<file path="src/rtl/prog_loader_pkg.sv">
// Shared definitions for the instruction-memory loader: FSM encoding, default widths
// and the header-byte to word-count mapping.
package prog_loader_pkg;

   localparam int ADDR_W_DEF  = 8;
   localparam int INSTR_W_DEF = 16;
   localparam int BYTE_W_DEF  = 8;

   typedef enum logic [2:0] {
      ST_IDLE = 3'd0,
      ST_HDR  = 3'd1,
      ST_HI   = 3'd2,
      ST_LO   = 3'd3,
      ST_CSUM = 3'd4,
      ST_DONE = 3'd5,
      ST_ERR  = 3'd6
   } state_t;

   // A header of zero encodes a full 256-word image, hence the extra counter bit.
   function automatic logic [BYTE_W_DEF:0] hdr_count(input logic [BYTE_W_DEF-1:0] hdr);
      return (hdr == '0) ? (BYTE_W_DEF+1)'(1 << BYTE_W_DEF) : {1'b0, hdr};
   endfunction

endpackage

</file>
<file path="src/rtl/prog_loader.sv">
// Byte-stream loader: packs big-endian words into instruction memory, one write strobe
// 1 cycle after each low-byte accept; in_ready is a registered level, core held until checksum passes.
module prog_loader
   import prog_loader_pkg::*;
#(
   parameter int ADDR_W  = ADDR_W_DEF,
   parameter int INSTR_W = INSTR_W_DEF,
   parameter int BYTE_W  = BYTE_W_DEF
)(
   input  logic               clk,
   input  logic               reset,
   input  logic               start,
   input  logic               in_valid,
   input  logic [BYTE_W-1:0]  in_data,
   output logic               in_ready,
   output logic               mem_we,
   output logic [ADDR_W-1:0]  mem_addr,
   output logic [INSTR_W-1:0] mem_wdata,
   output logic               core_hold,
   output logic               done,
   output logic               error
);

   localparam int CNT_W = BYTE_W + 1;

   state_t              state;
   logic [CNT_W-1:0]    count;
   logic [BYTE_W-1:0]   acc;
   logic [BYTE_W-1:0]   hi_byte;
   logic                accept;

   assign accept = in_valid && in_ready;

   always_ff @(posedge clk or negedge reset) begin
      if (!reset) begin
         state     <= ST_IDLE;
         in_ready  <= 1'b0;
         mem_we    <= 1'b0;
         mem_addr  <= '0;
         mem_wdata <= '0;
         core_hold <= 1'b1;
         done      <= 1'b0;
         error     <= 1'b0;
         count     <= '0;
         acc       <= '0;
         hi_byte   <= '0;
      end else begin
         mem_we <= 1'b0;
         // Address advances on the edge that retires the pending write.
         if (mem_we)
            mem_addr <= mem_addr + 1'b1;

         case (state)
            ST_IDLE, ST_DONE, ST_ERR: begin
               if (start) begin
                  state     <= ST_HDR;
                  in_ready  <= 1'b1;
                  done      <= 1'b0;
                  error     <= 1'b0;
                  core_hold <= 1'b1;
                  mem_addr  <= '0;
                  acc       <= '0;
               end
            end
            ST_HDR: begin
               if (accept) begin
                  count <= hdr_count(in_data);
                  acc   <= acc ^ in_data;
                  state <= ST_HI;
               end
            end
            ST_HI: begin
               if (accept) begin
                  hi_byte <= in_data;
                  acc     <= acc ^ in_data;
                  state   <= ST_LO;
               end
            end
            ST_LO: begin
               if (accept) begin
                  acc       <= acc ^ in_data;
                  count     <= count - 1'b1;
                  mem_we    <= 1'b1;
                  mem_wdata <= {hi_byte, in_data};
                  state     <= (count != CNT_W'(1)) ? ST_HI : ST_CSUM;
               end
            end
            ST_CSUM: begin
               // Entering DONE/ERR always lands at least one edge after the last write strobe.
               if (accept) begin
                  in_ready <= 1'b0;
                  if (in_data == acc) begin
                     state     <= ST_DONE;
                     done      <= 1'b1;
                     core_hold <= 1'b0;
                  end else begin
                     state     <= ST_ERR;
                     error     <= 1'b1;
                     core_hold <= 1'b1;
                  end
               end
            end
            default: begin
               state    <= ST_IDLE;
               in_ready <= 1'b0;
            end
         endcase
      end
   end

endmodule

</file>
<file path="config.mk">
export PLATFORM = sky130hd
export DESIGN_NAME = prog_loader
export DESIGN_NICKNAME = d
export VERILOG_FILES = /design/src/rtl/prog_loader_pkg.sv /design/src/rtl/prog_loader.sv
export SDC_FILE = /design/constraint.sdc
export NUM_CORES = 1
export LEC_CHECK = 0
export ABC_AREA = 1
export CORE_ASPECT_RATIO = 0.5
export CORE_MARGIN = 2
export CORE_UTILIZATION = 55
export CTS_CLUSTER_DIAMETER = 200
export DETAILED_ROUTE_END_ITERATION = 8
export PLACE_DENSITY = 0.81
export SLEW_MARGIN = 20
export SYNTH_ARGS = -nofsm -noshare
export SYNTH_HDL_FRONTEND = slang
export SYNTH_SLANG_ARGS = --single-unit
export TNS_END_PERCENT = 1
</file>
<file path="constraint.sdc">
create_clock -name clk -period 3.6 [get_ports clk]
set_input_delay 0.72 -clock clk [delete_from_list [all_inputs] [get_ports clk]]
set_output_delay 0.72 -clock clk [all_outputs]
set_load 0.05 [all_outputs]
</file>
# Word level (Yosys, flattened, before mapping)
# Index checks and enable logic that the tools add are counted.
# totals
ff_bits,57
output_inout_bits,29
wordCells,81
# classes
add_sub_neg,2
eq_ne,16
muxes,33
bitwise_logic,2
reduce_logical,17
# ops
cell,count
two-way mux 8 bit,5
two-way mux 9 bit,3
two-way mux 3 bit,6
one-hot mux 9 bit (2 select lines),1
one-hot mux 8 bit (2 select lines),1
one-hot mux 3 bit (5 select lines),1
inequality test 2 bit (second input constant),7
AND reduction 3 bit,4
two-way mux 1 bit,11
== test 3 bit (second input constant),3
inequality test 9 x 1 -> 1 bit (second input constant),1
subtractor 9 x 1 -> 9 bit (second input constant),1
adder 8 x 1 -> 8 bit (second input constant),1
== test 8 bit,1
logical NOT 8 bit,1
AND reduction 4 bit,2
bitwise XOR 8 bit,1
== test 3 x 2 -> 1 bit (second input constant),2
one-hot mux 1 bit (2 select lines),3
nonzero test 2 bit,3
OR reduction 3 bit,2
AND reduction 5 bit,1
AND reduction 2 bit,2
== test 3 x 1 -> 1 bit (second input constant),1
6 further kinds,6

# Longest topological paths before layout
# Gate-level depths: netlist of the first run.
# logic_depth
depth_word,4
ltp_mapped,10
depth_no_buf,10

# Least setup slack after synthesis of the first run
# Ideal clock, no wire load.
# synth_timing
path_kind,input-to-reg
start,input port in_valid
end,register count[8]
setup_time_ps,120
arrival_time_ps,1535
required_time_ps,3480
setup_slack_ps,1945
stages,7
path_buffers,0
cell_sequence,nand2_1 inv_1 nand3_2 inv_1 o21ai_0 nand2_1 a21oi_1
# synth_via
elab_chain_cells,3
elab_cells_between_ends,4
classes_between,eq/ne (2); reduce/logical (2)
# synth_rtl
element,line_no,rtl
"start, declared",prog_loader.sv:13,"input logic in_valid,"
logical AND 1 bit *,prog_loader.sv:32,assign accept = in_valid && in_ready;
inequality test 2 bit (no source line),--,
AND reduction 3 bit (no source line) *,--,
"end signal, assigned",prog_loader.sv:67,count <= hdr_count(in_data);
"end signal, assigned",prog_loader.sv:82,count <= count - 1'b1;
"end, declared",prog_loader.sv:27,logic [CNT_W-1:0] count;
# Every way passes the cells marked *; elsewhere a longest branch is shown, timed or not.
# A chain may end at the register's enable or synchronous reset.

# Worst setup path in the final report of the first run
# layout_timing
start,register core_hold
end,output port core_hold
# layout_rtl
element,line_no,rtl
"start, declared",prog_loader.sv:19,"output logic core_hold,"
"start signal, assigned",prog_loader.sv:41,core_hold <= 1'b1;
"start signal, assigned",prog_loader.sv:60,core_hold <= 1'b1;
"start signal, assigned",prog_loader.sv:95,core_hold <= 1'b0;
# No word-level cell between the ends.

==> results.md, run 1 <==
- Status: finished, final reports clean
- Top_reg_cell synth: dfrtp_1
- CTS Buf Count: 9
- CP Depth: 1
- Worst skew pair latency: 350 ps
- Largest net degree at the start of global routing: 39
- Root Driver: clkbuf_8
- Antenna diode count: 0
- Worst Path Class, Setup: flip-flop to output port
- Worst-Margin Slew: ~580 ps
- P_int: about 1.8 mW
- Die height: roughly 54 microns
- Final Cycle Share: 0.662
- CTS resizes: 0
- Post-synth EDFFs: 0
- Critical path cell sequence: clkdlybuf4s50_1
- Hold crit path type: input port to async pin
- Final HPWL DP: between 4 and 5 mm
- Arrival time worst endpoint: around 1700 ps
- Pleak: roughly 1.8 nW
- Syn Nets: 370
- Synthesized area per cell: around 7.9 sq um
- Sw Share: 0.459
- Flop pwr share: 0.330
- Post-Synthesis Cells: ~360
- RSZ-0062 raised after global routing: no
- Clock network power share: 0.206
- R2r setup slk: 1720 ps
- Yosys cell types: 31
- Final Skew: 10.1 ps
- Drt pass-1 iters: 5
- DR vias: ~2500
- Critical Path Sink Type: output port
- CTS Hold Bufs: 0
- Effective utilization at floorplan: 0.569
- Die area: around 5700 sq um
- Post-synth ARST share: 1.00
- First-pass GRT wire length: just over 10 mm
- I/O pin count: 41
- Postcts setup bufs: 0
- Hold Vio Cnt, Final: 0
- Layout fillers: approximately 380
- Antenna violations before repair: 0
- Maximum VDD drop: between 0.4 and 0.5 mV
- Yosys reg bits: 57
- GPL Wtd Cong: ~0.99
- Final setup viols: 0
- # clock sinks: 57
- CP bufs+invs: 1
- Power density over cell area: around 950 nW/um^2
- Seq/Total Area, Yosys: 0.511
- Crit path max-delay cell type: clkdlybuf4s50_1
- Chip width: roughly 100 microns
- NetSw: between 1.5 and 2 mW
- Congestion Overflow GR: 0
- Total power: roughly 3.3 mW
- Drc violations: 0
- Cell Area, Synth: 2790 sq um
- Cell family with most CP delay: buffers and inverters
- Count of input and output buffers: 40
- Worst Setup Slack, final: between 1000 and 1500 ps
- Slew Viols, Final: 0
- Cell row count: 18
- Fin crit period: roughly 2400 ps
- Max Cap Viol: 0
- R2R depth: 5
- Drt via density: 5.23
- Worst-path clk slew: 70 ps
- Core region area: 4910 sq um
- Crit path max fanout: 2
- Syn. warnings: 0
- Worst Setup Slack post-DPL: roughly 1300 ps
- Number of global-route vias before repair: ~2200
- Nets@finish: between 400 and 500
- Fin Setup TNS: 0 ps
- TritonCTS clock tree: done
- Htree depth: 3
- Logic pwr share: 0.464
- Placed instance area: 3250 sq um
- Slew HR: 0.616
- Synth-to-layout area growth: 24.4%
- All-Layer GR Usage: 0.240
- Required time worst endpoint: about 2900 ps
- Hold Slack: approximately 320 ps
- Final wirelength: roughly 6.4 mm
- Iteration-0 DRC Markers: ~130
- CP peak stage delay: approximately 790 ps
- Routed Antenna Nets: 0
- CP Launch Type: flip-flop
- Max Root-Sink Buffers: 2
- Layout cells sized above 1: 0.0909
- Fin area: about 3500 sq um
- Max Fclk: about 420 MHz
- Average wire per standard cell: 13.4 microns
[kinds of logic after synthesis]
| family | count (synthesis) | synth area share |
|---|---|---|
| AND/OR/NAND/NOR | 177 | 0.266 |
| AO/OA/AOI/OAI | 60 | 0.114 |
| flip-flops | 57 | 0.511 |
| buffers and inverters | 52 | 0.0761 |
| XOR/XNOR | 6 | 0.0188 |
| adder cells (fa/ha/maj) | 3 | 0.0134 |
[cells in the final DEF (no fill, tap or decap), types with 2 or more instances in the layout]
master,n
nand2_1,123
dfrtp_1,56
inv_1,42
clkdlybuf4s50_1,39
o21ai_0,28
nor2_1,27
o21ai_1,13
a21oi_1,12
nand3_1,9
clkbuf_8,9
xor2_1,5
inv_2,4
nand4_1,4
clkinv_4,4
nand3_2,3
o21ai_2,3
nand2_2,3
ha_1,3
nor3_1,2
nor2_4,2
bufinv_16,2
[worst paths after layout]
check	startpoint	end
max reg2reg	state[0]	acc[4]
max in group asynchronous	reset	mem_wdata[9]
min reg2reg	hi_byte[7]	mem_wdata[15]
min	reset	acc[0]
max	core_hold	core_hold
min in group clk	hi_byte[7]	mem_wdata[15]
[per-stage QoR]
stage | std cells | utilization
floorplan | 355 | -
global placement | 461 | 0.662
detailed placement | 461 | 0.662
CTS | 477 | 0.708
global route | 477 | 0.708
finish | 477 | 0.708
[per-layer routing]
| metal | global-route usage | up-vias | part of all wire |
|---|---|---|---|
| met3 | 0.0750 | 11 | 0.066 |
| met4 | 0.124 | 0 | 0.018 |
| met5 | 0 | - | 0 |
| met1 | 0.300 | 1164 | 0.46 |
| li1 | - | 1226 | - |
| met2 | 0.391 | 93 | 0.46 |
[state kept, by name (all words and copies together), names as in the netlist]
register   flops
error          1
in_ready       1
count          9
mem_wdata     16
state          3
core_hold      1
mem_addr       8
mem_we         1
done           1
acc            8
hi_byte        8
[cell type report]
| class | count | area (sq um) | area share |
|---|---|---|---|
| clock buffer | 9 | 124 | 0.0356 |
| inverter | 47 | 176 | 0.0508 |
| sequential | 57 | 1430 | 0.411 |
| tap | 70 | 87.6 | 0.0252 |
| clock inverter | 7 | 104 | 0.0299 |
| timing repair buffer | 41 | 403 | 0.116 |
| multi-input combinational | 246 | 1150 | 0.332 |
[Yosys cell counts, types with 2 or more instances]
| cell | number | area (sq um) |
|---|---|---|
| nand4_1 | 4 | 25.0 |
| nand3_2 | 3 | 30.0 |
| inv_1 | 42 | 158 |
| nor2_4 | 2 | 22.5 |
| o21ai_2 | 3 | 26.3 |
| buf_6 | 2 | 22.5 |
| dfrtp_1 | 56 | 1400 |
| buf_2 | 2 | 10.0 |
| nand3_1 | 9 | 45.0 |
| nand2_2 | 3 | 18.8 |
| a21oi_1 | 12 | 60.1 |
| nand2_1 | 123 | 462 |
| xor2_1 | 5 | 43.8 |
| nor2_1 | 27 | 101 |
| o21ai_1 | 13 | 65.1 |
| ha_1 | 3 | 37.5 |
| nor3_1 | 2 | 10.0 |
| o21ai_0 | 28 | 140 |
| inv_2 | 4 | 15.0 |
[power groups by stage]
stage                     sequential [mW]  clock, mW  combinational, mW
final                                1.09      0.681               1.54
after floorplan                      1.46          0              0.727
after CTS                            1.09      0.692               1.53
after detailed placement             1.10          0               1.52
after global routing                 1.12      0.717               1.68
after global placement               1.09          0               1.46
[worst register-to-register path: stages (launching register included)]
cell and delay (ps):
dfrtp_1 480, o21ai_2 530, nor2_1 190, nor2_4 390, nand2_1 110, o21ai_1 100
(Power assumes the default switching activity.)
==> run 2: changes to the inputs <==
--- a/config.mk
+++ b/config.mk
@@ -8,10 +8,10 @@
 export ABC_AREA = 1
 export CORE_ASPECT_RATIO = 0.5
 export CORE_MARGIN = 2
-export CORE_UTILIZATION = 55
+export CORE_UTILIZATION = 54
 export CTS_CLUSTER_DIAMETER = 200
 export DETAILED_ROUTE_END_ITERATION = 8
-export PLACE_DENSITY = 0.81
+export PLACE_DENSITY = 0.79
 export SLEW_MARGIN = 20
 export SYNTH_ARGS = -nofsm -noshare
 export SYNTH_HDL_FRONTEND = slang
==> constraint.sdc (replaced) <==
create_clock -name clk -period 2.4 [get_ports clk]
set_input_delay 0.48 -clock clk [delete_from_list [all_inputs] [get_ports clk]]
set_output_delay 0.48 -clock clk [all_outputs]
set_load 0.05 [all_outputs]
==> run 2 against run 1 <==
  * Final cell count grew 0.21%
  * Clock skew decreased by 6.2 ps
  * Global-route usage shrank 0.59 points
  * Core utilization increased by 0.089 points
  * Total power rose by 52%
  * Wire length down 3.3%
  * Sequential cell count unchanged
  * Sequential share of layout area fell by 0.42 points
  * Clock-buffer cell count is 2 higher
  * Worst hold slack got worse by 160 ps
  * Register-to-register slack got worse by 920 ps
  * Via count shrank 2.8%
  * Largest power group unchanged
==> results.md, run 2 (synthesis results as in run 1) <==
- CTS Buf Count: 9 (unchanged)
- Layout cells sized above 1: 0.0907 (-0.000223)
- I/O pin count: 41 (unchanged)
- Drt pass-1 iters: 4 (-1)
- Max Fclk: 469 MHz
- First-pass GRT wire length: 10.1 mm (-0.74%)
- Hold Vio Cnt, Final: 0 (unchanged)
- Slew HR: 0.576 (-0.0407)
- Most frequent cells in the layout: nand2_1 (123), dfrtp_1 (56), inv_1 (42), clkdlybuf4s50_1 (39), o21ai_0 (28)
- Cell row count: 18 (unchanged)
- Sw Share: 0.439 (-0.0200)
- Antenna diode count: 0 (unchanged)
- All-Layer GR Usage: 0.234 (-0.00586)
- # clock sinks: 57 (unchanged)
- Final Cycle Share: 0.889
- Status: finished, final reports clean
- Flop pwr share: 0.325 (-0.005)
- Die height: 54.9 microns (+0.85%)
- Iteration-0 DRC Markers: 140 (+6.1%)
- R2R depth: 8 (+3)
- Critical Path Sink Type: output port
- Max Cap Viol: 0 (unchanged)
- Synth-to-layout area growth: 25.7%
- Congestion Overflow GR: 0 (unchanged)
- Crit path max-delay cell type: clkdlybuf4s50_1
- Fin crit period: ~2100 ps
- CTS resizes: 0 (unchanged)
- Root Driver: clkbuf_8
- TritonCTS clock tree: done
- Most common cell after layout, fill and taps aside: nand2_1
- Power density over cell area: 1430 nW/um^2 (+50%)
- NetSw: 2.21 mW (+45%)
- Crit path max fanout: 2 (unchanged)
- Final wirelength: 6.16 mm (-3.3%)
- CP peak stage delay: 790 ps (about the same)
- CP bufs+invs: 1 (unchanged)
- Critical path cell sequence: clkdlybuf4s50_1
- DR vias: 2425 (-2.8%)
- Drc violations: 0 (unchanged)
- Clock network power share: 0.218 (+0.012)
- Fin Setup TNS: 0 ps (unchanged)
- Effective utilization at floorplan: 0.564 (-0.00517)
- CP Depth: 1 (unchanged)
- Worst skew pair latency: 340 ps (about the same)
- RSZ-0062 raised after global routing: no
- Max Root-Sink Buffers: 2 (unchanged)
- Postcts setup bufs: 0 (unchanged)
- Logic pwr share: 0.457 (-0.007)
- Worst Path Class, Setup: flip-flop to output port
- Biggest regs: mem_wdata: 16 flops, count: 9 flops
- Nets@finish: 418 (+0.24%)
- Average wire per standard cell: 12.9 microns (-3.5%)
- Biggest register: mem_wdata
- Routed Antenna Nets: 0 (unchanged)
- Final Skew: 3.84 ps (-6.25 ps)
- Cell family with most CP delay: buffers and inverters
- Drt via density: 5.07 (-3.0%)
- GPL Wtd Cong: 0.834 (-16%)
- CTS Hold Bufs: 0 (unchanged)
- Chip width: 106 microns (+0.89%)
- Final HPWL DP: 4.53 mm (+0.28%)
- Worst-Margin Slew: 636 ps (+61.2 ps)
- CP Launch Type: flip-flop
- Final setup viols: 0 (unchanged)
- Die area: 5800 sq um (+1.7%)
- Largest register FFs: 16 (unchanged)
- Htree depth: 3 (unchanged)
- Total power: 5.03 mW (+52%)
- Pleak: 1.79 nW (+0.86%)
- Hold crit path type: input port to async pin
- Antenna violations before repair: 0 (unchanged)
- Maximum VDD drop: 0.722 mV (+49%)
- Count of input and output buffers: 40 (unchanged)
- Largest net degree at the start of global routing: 33 (-15%)
- FF-to-FF Start: state[1]
- P_int: 2.82 mW (+57%)
- Worst-path clk slew: 60 ps (about the same)
- Slew Viols, Final: 0 (unchanged)
- Core region area: 4950 sq um (+0.92%)
- Number of global-route vias before repair: 2184 (-1.2%)
- Arrival time worst endpoint: 1650 ps (about the same)
- Worst Setup SP: core_hold
- Required time worst endpoint: 1920 ps (-960 ps)
## run 2: path summary, 6_finish.rpt
path,to,slack (ps)
max in group asynchronous,mem_wdata[15],1660
min in group clk,core_hold,470
min,acc[5],160
min reg2reg,core_hold,470
max,core_hold,270
max reg2reg,acc[7],800
## run 2: cell type report
type,instances,area [sq um]
clock buffer,11,141
clock inverter,5,103
fill,406,1440
inverter,47,176
multi-input combinational,246,1150
sequential,57,1430
tap,70,87.6
timing repair buffer,42,423
## run 2: layer usage
layer,vias to the layer above,share of wire,routed length [microns],global-route usage
met4,0,0.0099,61,0.0899
met3,6,0.060,370,0.0702
met2,58,0.46,2850,0.396
li1,1212,-,-,-
met1,1149,0.47,2890,0.294
met5,-,0,0,0
## run 2: through the flow
step | util | area, sq um | worst slack, ps | cells | hold WS [ps]
after floorplan | - | 2790 | 801 | 355 | 184
after global placement | 0.660 | 3270 | 377 | 462 | 462
after detailed placement | 0.660 | 3270 | 293 | 462 | 465
after CTS | 0.709 | 3510 | 246 | 478 | 166
after global routing | 0.709 | 3510 | 225 | 478 | 195
final | 0.709 | 3510 | 266 | 478 | 157
## run 2: power by group through the flow
stage / logic [mW] / clock network, mW / registers (mW)
6_report: 2.30 / 1.10 / 1.64
2_1_floorplan: 1.09 / 0 / 2.19
5_1_grt: 2.53 / 1.15 / 1.68
3_3_place_gp: 2.21 / 0 / 1.63
4_1_cts: 2.31 / 1.11 / 1.63
3_5_place_dp: 2.29 / 0 / 1.65
